File: src/rtl/multsigned_acc_array.sv
// Pipelined signed/unsigned multiply-accumulate array.
// Stage P registers one product per lane. Stage A adds it into a saturating
// per-lane accumulator. A finished group moves into output register O and
// waits there until the consumer takes it.
module multsigned_acc_array #(
    parameter int IN_SIZE_0  = 4,
    parameter int IN_SIZE_1  = 8,
    parameter int SIZE_ARRAY = 8,
    parameter int ACC_SIZE   = 20,
    parameter int CNT_SIZE   = 8
) (
    input  logic                  clk_i,
    input  logic                  rst_ni,
    input  logic                  valid_i,
    output logic                  ready_o,
    input  logic                  last_i,
    input  logic                  signed_i,
    input  logic [IN_SIZE_0-1:0]  in_0_i [0:SIZE_ARRAY-1],
    input  logic [IN_SIZE_1-1:0]  in_1_i [0:SIZE_ARRAY-1],
    output logic                  out_valid_o,
    input  logic                  out_ready_i,
    output logic [ACC_SIZE-1:0]   out_o  [0:SIZE_ARRAY-1],
    output logic [SIZE_ARRAY-1:0] sat_o,
    output logic [CNT_SIZE-1:0]   beats_o
);

    localparam int PW = IN_SIZE_0 + IN_SIZE_1;
    // The sum is one bit wider than the accumulator so that overflow shows up
    // as a disagreement between its top two bits.
    localparam int SW = ACC_SIZE + 1;
    localparam logic [CNT_SIZE-1:0] CNT_MAX     = {CNT_SIZE{1'b1}};
    localparam logic [ACC_SIZE-1:0] ACC_POS_MAX = {1'b0, {(ACC_SIZE-1){1'b1}}};
    localparam logic [ACC_SIZE-1:0] ACC_NEG_MIN = {1'b1, {(ACC_SIZE-1){1'b0}}};

    // A narrower accumulator could overflow the one-bit-wider sum in a single add.
    if (ACC_SIZE < IN_SIZE_0 + IN_SIZE_1 + 2) begin : g_acc_too_narrow
        $error("multsigned_acc_array: ACC_SIZE must be at least IN_SIZE_0+IN_SIZE_1+2");
    end

    // Stage P registers
    logic                p_vld_q,    p_vld_d;
    logic                p_last_q,   p_last_d;
    logic                p_signed_q, p_signed_d;
    logic [PW-1:0]       p_prod_q [0:SIZE_ARRAY-1];
    logic [PW-1:0]       p_prod_d [0:SIZE_ARRAY-1];

    // Stage A registers
    logic [ACC_SIZE-1:0] acc_q [0:SIZE_ARRAY-1];
    logic [ACC_SIZE-1:0] acc_d [0:SIZE_ARRAY-1];
    logic [SIZE_ARRAY-1:0] sat_q, sat_d;
    logic [CNT_SIZE-1:0] cnt_q, cnt_d;

    // Output register O
    logic                o_vld_q, o_vld_d;
    logic [ACC_SIZE-1:0] o_acc_q [0:SIZE_ARRAY-1];
    logic [ACC_SIZE-1:0] o_acc_d [0:SIZE_ARRAY-1];
    logic [SIZE_ARRAY-1:0] o_sat_q, o_sat_d;
    logic [CNT_SIZE-1:0] o_cnt_q, o_cnt_d;

    // Combinational datapath
    logic [PW-1:0]       opa_ext  [0:SIZE_ARRAY-1];
    logic [PW-1:0]       opb_ext  [0:SIZE_ARRAY-1];
    logic [PW-1:0]       prod_now [0:SIZE_ARRAY-1];
    logic [SW-1:0]       prod_ext [0:SIZE_ARRAY-1];
    logic [SW-1:0]       lane_sum [0:SIZE_ARRAY-1];
    logic [ACC_SIZE-1:0] acc_next [0:SIZE_ARRAY-1];
    logic [SIZE_ARRAY-1:0] clamp;
    logic [CNT_SIZE-1:0] cnt_inc;

    logic stall;
    logic accept;
    logic p_advance;

    // A last beat may only leave P once O is empty or is being drained in the
    // same cycle. Non-last beats never touch O, so they never wait.
    assign stall     = p_vld_q && p_last_q && o_vld_q && !out_ready_i;
    assign ready_o   = !p_vld_q || !stall;
    assign accept    = valid_i && ready_o;
    assign p_advance = p_vld_q && !stall;

    // Extend both operands to the full product width and multiply per lane.
    always_comb begin
        for (int i = 0; i < SIZE_ARRAY; i++) begin
            opa_ext[i]  = signed_i ? {{IN_SIZE_1{in_0_i[i][IN_SIZE_0-1]}}, in_0_i[i]}
                                   : {{IN_SIZE_1{1'b0}}, in_0_i[i]};
            opb_ext[i]  = signed_i ? {{IN_SIZE_0{in_1_i[i][IN_SIZE_1-1]}}, in_1_i[i]}
                                   : {{IN_SIZE_0{1'b0}}, in_1_i[i]};
            prod_now[i] = opa_ext[i] * opb_ext[i];
        end
    end

    // P loads on accept, empties when its beat moves on without a replacement,
    // and otherwise holds.
    always_comb begin
        p_vld_d    = p_vld_q;
        p_last_d   = p_last_q;
        p_signed_d = p_signed_q;
        p_prod_d   = p_prod_q;
        if (accept) begin
            p_vld_d    = 1'b1;
            p_last_d   = last_i;
            p_signed_d = signed_i;
            p_prod_d   = prod_now;
        end else if (p_advance) begin
            p_vld_d = 1'b0;
        end
    end

    // Add the registered product into each lane, then clamp on overflow.
    always_comb begin
        clamp = '0;
        for (int i = 0; i < SIZE_ARRAY; i++) begin
            prod_ext[i] = p_signed_q ? {{(SW-PW){p_prod_q[i][PW-1]}}, p_prod_q[i]}
                                     : {{(SW-PW){1'b0}}, p_prod_q[i]};
            lane_sum[i] = {acc_q[i][ACC_SIZE-1], acc_q[i]} + prod_ext[i];
            clamp[i]    = lane_sum[i][SW-1] ^ lane_sum[i][SW-2];
            if (clamp[i]) begin
                acc_next[i] = lane_sum[i][SW-1] ? ACC_NEG_MIN : ACC_POS_MAX;
            end else begin
                acc_next[i] = lane_sum[i][ACC_SIZE-1:0];
            end
        end
        cnt_inc = (cnt_q == CNT_MAX) ? cnt_q : cnt_q + 1'b1;
    end

    // A last beat hands the completed group to O and restarts the accumulator
    // from zero in the same edge. O empties when drained and nothing replaces it.
    always_comb begin
        acc_d   = acc_q;
        sat_d   = sat_q;
        cnt_d   = cnt_q;
        o_vld_d = o_vld_q && !out_ready_i;
        o_acc_d = o_acc_q;
        o_sat_d = o_sat_q;
        o_cnt_d = o_cnt_q;
        if (p_advance) begin
            if (p_last_q) begin
                o_vld_d = 1'b1;
                o_acc_d = acc_next;
                o_sat_d = sat_q | clamp;
                o_cnt_d = cnt_inc;
                for (int i = 0; i < SIZE_ARRAY; i++) begin
                    acc_d[i] = '0;
                end
                sat_d = '0;
                cnt_d = '0;
            end else begin
                acc_d = acc_next;
                sat_d = sat_q | clamp;
                cnt_d = cnt_inc;
            end
        end
    end

    // Product stage register.
    always_ff @(posedge clk_i or negedge rst_ni) begin
        if (!rst_ni) begin
            p_vld_q    <= 1'b0;
            p_last_q   <= 1'b0;
            p_signed_q <= 1'b0;
            for (int i = 0; i < SIZE_ARRAY; i++) begin
                p_prod_q[i] <= '0;
            end
        end else begin
            p_vld_q    <= p_vld_d;
            p_last_q   <= p_last_d;
            p_signed_q <= p_signed_d;
            p_prod_q   <= p_prod_d;
        end
    end

    // Accumulator, sticky saturation flags and beat counter.
    always_ff @(posedge clk_i or negedge rst_ni) begin
        if (!rst_ni) begin
            for (int i = 0; i < SIZE_ARRAY; i++) begin
                acc_q[i] <= '0;
            end
            sat_q <= '0;
            cnt_q <= '0;
        end else begin
            acc_q <= acc_d;
            sat_q <= sat_d;
            cnt_q <= cnt_d;
        end
    end

    // Output register holding one finished group.
    always_ff @(posedge clk_i or negedge rst_ni) begin
        if (!rst_ni) begin
            o_vld_q <= 1'b0;
            for (int i = 0; i < SIZE_ARRAY; i++) begin
                o_acc_q[i] <= '0;
            end
            o_sat_q <= '0;
            o_cnt_q <= '0;
        end else begin
            o_vld_q <= o_vld_d;
            o_acc_q <= o_acc_d;
            o_sat_q <= o_sat_d;
            o_cnt_q <= o_cnt_d;
        end
    end

    assign out_valid_o = o_vld_q;
    assign out_o       = o_acc_q;
    assign sat_o       = o_sat_q;
    assign beats_o     = o_cnt_q;

endmodule

File: config.mk
export PLATFORM = sky130hd
export DESIGN_NAME = multsigned_acc_array
export DESIGN_NICKNAME = d
export VERILOG_FILES = /design/src/rtl/multsigned_acc_array.sv
export SDC_FILE = /design/constraint.sdc
export NUM_CORES = 2
export LEC_CHECK = 0
export ABC_AREA = 1
export CAP_MARGIN = 0
export CORE_ASPECT_RATIO = 0.8
export CORE_MARGIN = 2
export CORE_UTILIZATION = 37
export DETAILED_ROUTE_END_ITERATION = 6
export PLACE_DENSITY = 0.58
export SYNTH_ARGS = -nofsm -noshare
export SYNTH_HDL_FRONTEND = slang
export SYNTH_SLANG_ARGS = --single-unit
File: constraint.sdc
create_clock -name clk_i -period 9.8 [get_ports clk_i]
set_input_delay 1.47 -clock clk_i [delete_from_list [all_inputs] [get_ports clk_i]]
set_output_delay 1.47 -clock clk_i [all_outputs]
set_load 0.05 [all_outputs]
* Word-level counts from Yosys, hierarchy flattened
Cells that the tools add are included.
Operators by class: bitwise logic cells 9, equal/unequal tests 1, mux-type cells 48, multiply operators 8, reduce and logical (&&, ||, !) cells 12, $add $sub $neg 9
Operators with widths (number):
- $mux W20 | 16
- $mux W12 | 16
- $add A21 B21 Y21 | 8
- $mux W21 | 8
- $mux W160 | 1
- $mul A12 B12 Y12 | 8
- $mux W8 | 3
- $add A8 B1 Y8 const B | 1
- $eq A8 B8 Y1 const B | 1
- $or A8 B8 Y8 | 1
- $xor A1 B1 Y1 | 8
- $logic_and A1 B1 Y1 | 6
- $mux W1 | 4
- $logic_not A1 Y1 | 3
- $reduce_and A2 Y1 | 1
- $reduce_bool A2 Y1 | 1
- $logic_or A1 B1 Y1 | 1
Storage, ports and cells: register bits 452, logic and storage cells 119, bits of input ports 102

* Depth between registers and ports, before layout
depth in word-level cells 7, gate-level depth with buffers 28, mapped depth without buffers 26

* Worst setup path before layout
Ideal clock, no wire load.
path kind input-to-reg, from input signed_i, to register p_prod_q[83] (netlist name), required time 9.682 ns, path buffers 2, setup slack 3.901 ns, cell stages on the path 24, setup time 0.118 ns, arrival time 5.781 ns, cell sequence buf_4 > inv_1 > clkbuf_1 > nor2_1 > inv_1 > fa_1 > inv_1 > fa_1 > inv_1 > fa_1 > inv_1 > fa_1 > inv_1 > fa_1 > inv_1 > ha_1 > nand2_1 > inv_1 > nand2_1 > nand2_1 > a31oi_1 > nand3_1 > nand3_1 > nand2_1
On the way: cells in the longest elaborated chain, start to end 2, elaborated cells between the ends (all ways) 3, those cells by class mul (1); mux (2)
RTL lines:
- from (decl) | line 17 | input logic signed_i,
- $mux W12 (on tied branches) | line 84, 86
- $mul A12 B12 Y12 * | line 88 | prod_now[i] = opa_ext[i] * opb_ext[i];
- to (signal assigned) | line 168 | p_prod_q <= p_prod_d;
- to (decl) | line 44 | logic [PW-1:0] p_prod_q [0:SIZE_ARRAY-1];
Mark *: on every way between the ends. The rest lies on a longest branch, timed or not. A chain may end at the register's enable or synchronous reset.

* Worst setup path after layout
from input signed_i, to register p_prod_q[95] (netlist name)
The elaborated chain is that of the path after synthesis.

==> results.tsv <==
stage	metric	value	unit
worst_setup_path	required	10.39	ns
worst_setup_path	crit_end	p_prod_q[95]	
yosys	async_flop_share	1.00	
pwr	ir_drop	0.154	mV
clock_tree	cts_tree	built	
place	dpl.cell_count	7663	
yosys	syn_nets	6782	
pwr	power.leakage	27.5	nW
worst_setup_path	slowest_stage	fa_1	
yosys	ys_ff_latch	452	
yosys	synthTopCellsByArea	dfrtp_1 (26%), nand2_1 (20%), fa_1 (13%), ha_1 (12%), inv_1 (8.2%)	
clock_tree	cts_made_buffers	55	
timing	max-slew-margin-rel	0.314	
floorplanning	io_pins	280	
clock_tree	postCtsSetupBuffers	0	
grt	overflow	0	
floorplanning	core_area	0.115	mm^2
yosys	ys_seq_area_frac	0.262	
worst_setup_path	critPathKind	in2reg	
layout	drive_gt1_frac	0.0465	
grt	grt_pass1_wl	205000	um
yosys	synth-edff-count	0	
floorplanning	start_util	0.375	
drt	drt-initial-drc-count	2914	
worst_setup_path	crit_cells	24	
timing	max_freq	156	MHz
floorplanning	die_area	0.119	mm^2
layout	nNetsFinal	6980	
yosys	synth_ff_type	dfrtp_1	
worst_setup_path	r2r_cells	16	
grt	grt_pass1_vias	36600	
worst_setup_path	cp_top_family	adder cells	
yosys	ys_types	47	
clock_tree	cts.sinks	452	
clock_tree	clock_latency	0.66	ns
timing	worst_pin_slew	1.03	ns
worst_setup_path	max_stage_delay	0.59	ns
timing	finalHoldViolCount	0	
worst_setup_path	r2r_end	out_o[137]	
drt	viasPerCell	4.90	
grt	use_met2	0.304	
clock_tree	htree_levels	2	
worst_setup_path	critPathLaunch	signed_i	
drt	dr_total_vias	38100	
clock_tree	cts_resized	0	
worst_setup_path	crit_arrival	7.01	ns
timing	fin_skew	0.0374	ns
clock_tree	hold_buffers	0	
drt	drc	0	
layout	final_cells	7769	
grt	grtUsageTotal	0.217	
yosys	yosys.area.top_type	dfrtp_1	
timing	drv_slew	0	
yosys	synth.avg_cell_area	7.19	um^2
worst_setup_path	rrSetupSlack	4.99	ns
place	port_buffers	279	
run	maxCapViolCount	0	
worst_setup_path	reg2reg_from	p_signed_q	
yosys	synth_area	0.0431	mm^2
clock_tree	root_buffer	clkbuf_16	
yosys	yosysWarnings	0	
pwr	powerDensity	342	mW/mm^2
grt	top_usage_layer	met1	
clock_tree	clockBufferDepth	3	
drt	wire_per_inst	16.6	um
floorplanning	die_w	386	um
grt	gr-usage-met3	0.0340	
place	gp_congestion	0.942	
timing	fin_ws	3.38	ns
worst_hold_path	min_path_type	reg2reg	
worst_setup_path	path_max_fanout	41	
drt	drtAntennaViolNets	0	
yosys	synth_common_cells	nand2_1 (2265), inv_1 (939), dfrtp_1 (452)	
grt	grtUsageMet1	0.345	
worst_hold_path	min_path_cells	2	
floorplanning	placementRows	111	
worst_setup_path	path_buf_inv	11	
yosys	synth.most_common_cell	nand2_1	
outcome	status	completed	
timing	layout_worst_path_cycle_share	0.655	
drt	routed_wl	129000	um
drt	drtPass1Iterations	6	
timing	rsz0062_at_grt	no	
place	dp_slack	2.70	ns
layout	syn2layout_area_growth	14.3	%
worst_setup_path	cp_cell_sequence	clkdlybuf4s50_1, buf_4, inv_2, buf_4, nor2_1, inv_1, fa_1, inv_1, fa_1, inv_1, fa_1, inv_1, fa_1, inv_1, fa_1, inv_1, ha_1, a21oi_1, o21ai_0, a31oi_1, inv_1, nand3_1, nand3_1, nand2_1	
yosys	synth_top_area_share	0.262	
floorplanning	die_h	309	um
worst_setup_path	path_common_cell	inv_1	
place	dp_hpwl	100000	um
clock_tree	path_clk_slew	0.06	ns
yosys	postSynthCellCount	5997	
grt	antenna_found_initial	10	
grt	grt_start_max_net_pins	162	
timing	fin_crit	6.42	ns
timing	tns	0	ns
worst_setup_path	cp-end-kind	flip-flop	
timing	finalSetupViolations	0	
worst_setup_path	start_kind	input pin	
-- worst min-delay path by stage --
stage               slack [ns]    startpoint           end
finish                    0.48     out_o[46]     out_o[46]
global route              0.50    acc_q[110]    acc_q[110]
CTS                       0.48     out_o[92]     out_o[92]
detailed placement        0.47     out_o[92]     out_o[92]
global placement          0.46     out_o[92]     out_o[92]
floorplan                 0.45  p_prod_q[14]  p_prod_q[14]
-- power by group --
group          internal (mW)  leakage, nW  switching, mW
sequential              2.66         5.71          0.602
combinational           3.63         20.8           7.63
clock                   1.39        0.988          0.933
total                   7.68         27.5           9.16
-- kinds of logic after synthesis --
family / synth area share
buffers and inverters: 0.102
DFF: 0.262
adders and majority gates: 0.247
xor gates and xnor gates: 0.0219
and+or+nand+nor: 0.296
muxes: 0.000232
AOI/OAI and AO/OA: 0.0716
-- placed cells by master, fill, tap and decap left out, drive strengths merged, types with 6 or more instances in the layout --
cell type / n
clkdlybuf4s50: 278
xnor2: 42
nor3: 33
inv: 956
clkinv: 18
o21ai: 262
a21boi: 10
dfrtp: 452
fa: 278
nand2: 2361
nand3: 240
clkbuf: 70
or2: 38
ha: 405
a21o: 11
nor2: 263
nand4: 75
xor2: 66
o31ai: 6
bufinv: 11
buf: 21
a21oi: 262
a31oi: 10
o21bai: 15
nand3b: 34
-- worst register-to-register path: cells and delay by family (launching register included) --
family          cells  cell delay, ns
buf+inv             2            0.73
xor+xnor            1            0.16
simple gates        8            1.11
flops               1            1.02
fa+ha+maj           2            1.11
compound gates      3            0.56
-- metal layers --
layer	share of wire	wire (um)	vias up
met5	0.00052	67	-
met4	0.019	2480	10
met3	0.065	8350	128
met2	0.39	50400	922
met1	0.52	67600	18000
li1	-	-	19000
-- layout make-up --
cell class | instances | area (um^2)
clock inverter | 33 | 522
fill | 11800 | 65700
antenna | 3 | 7.51
sequential | 452 | 11300
timing repair buffer | 299 | 2960
clock buffer | 70 | 1510
multi-input combinational | 4431 | 27400
inverter | 956 | 3600
tap | 1525 | 1910
-- flip-flops by register name, indices dropped and copies added, names as in the netlist --
| register | count |
|---|---|
| p_prod_q | 96 |
| p_vld_q | 1 |
| beats_o | 8 |
| sat_o | 8 |
| p_last_q | 1 |
| p_signed_q | 1 |
| out_o | 160 |
| out_valid_o | 1 |
| sat_q | 8 |
| cnt_q | 8 |
| acc_q | 160 |
-- per-stage QoR --
stage,power [mW],hold slack [ns],util,instance area (um^2)
3_5_place_dp,14.5,0.465,0.411,47200
3_3_place_gp,14.4,0.465,0.411,47200
2_1_floorplan,11.3,0.448,-,43100
5_1_grt,18.4,0.500,0.428,49300
4_1_cts,16.9,0.483,0.428,49300
6_report,16.8,0.477,0.428,49300
Power figures use the tool's default switching activity.
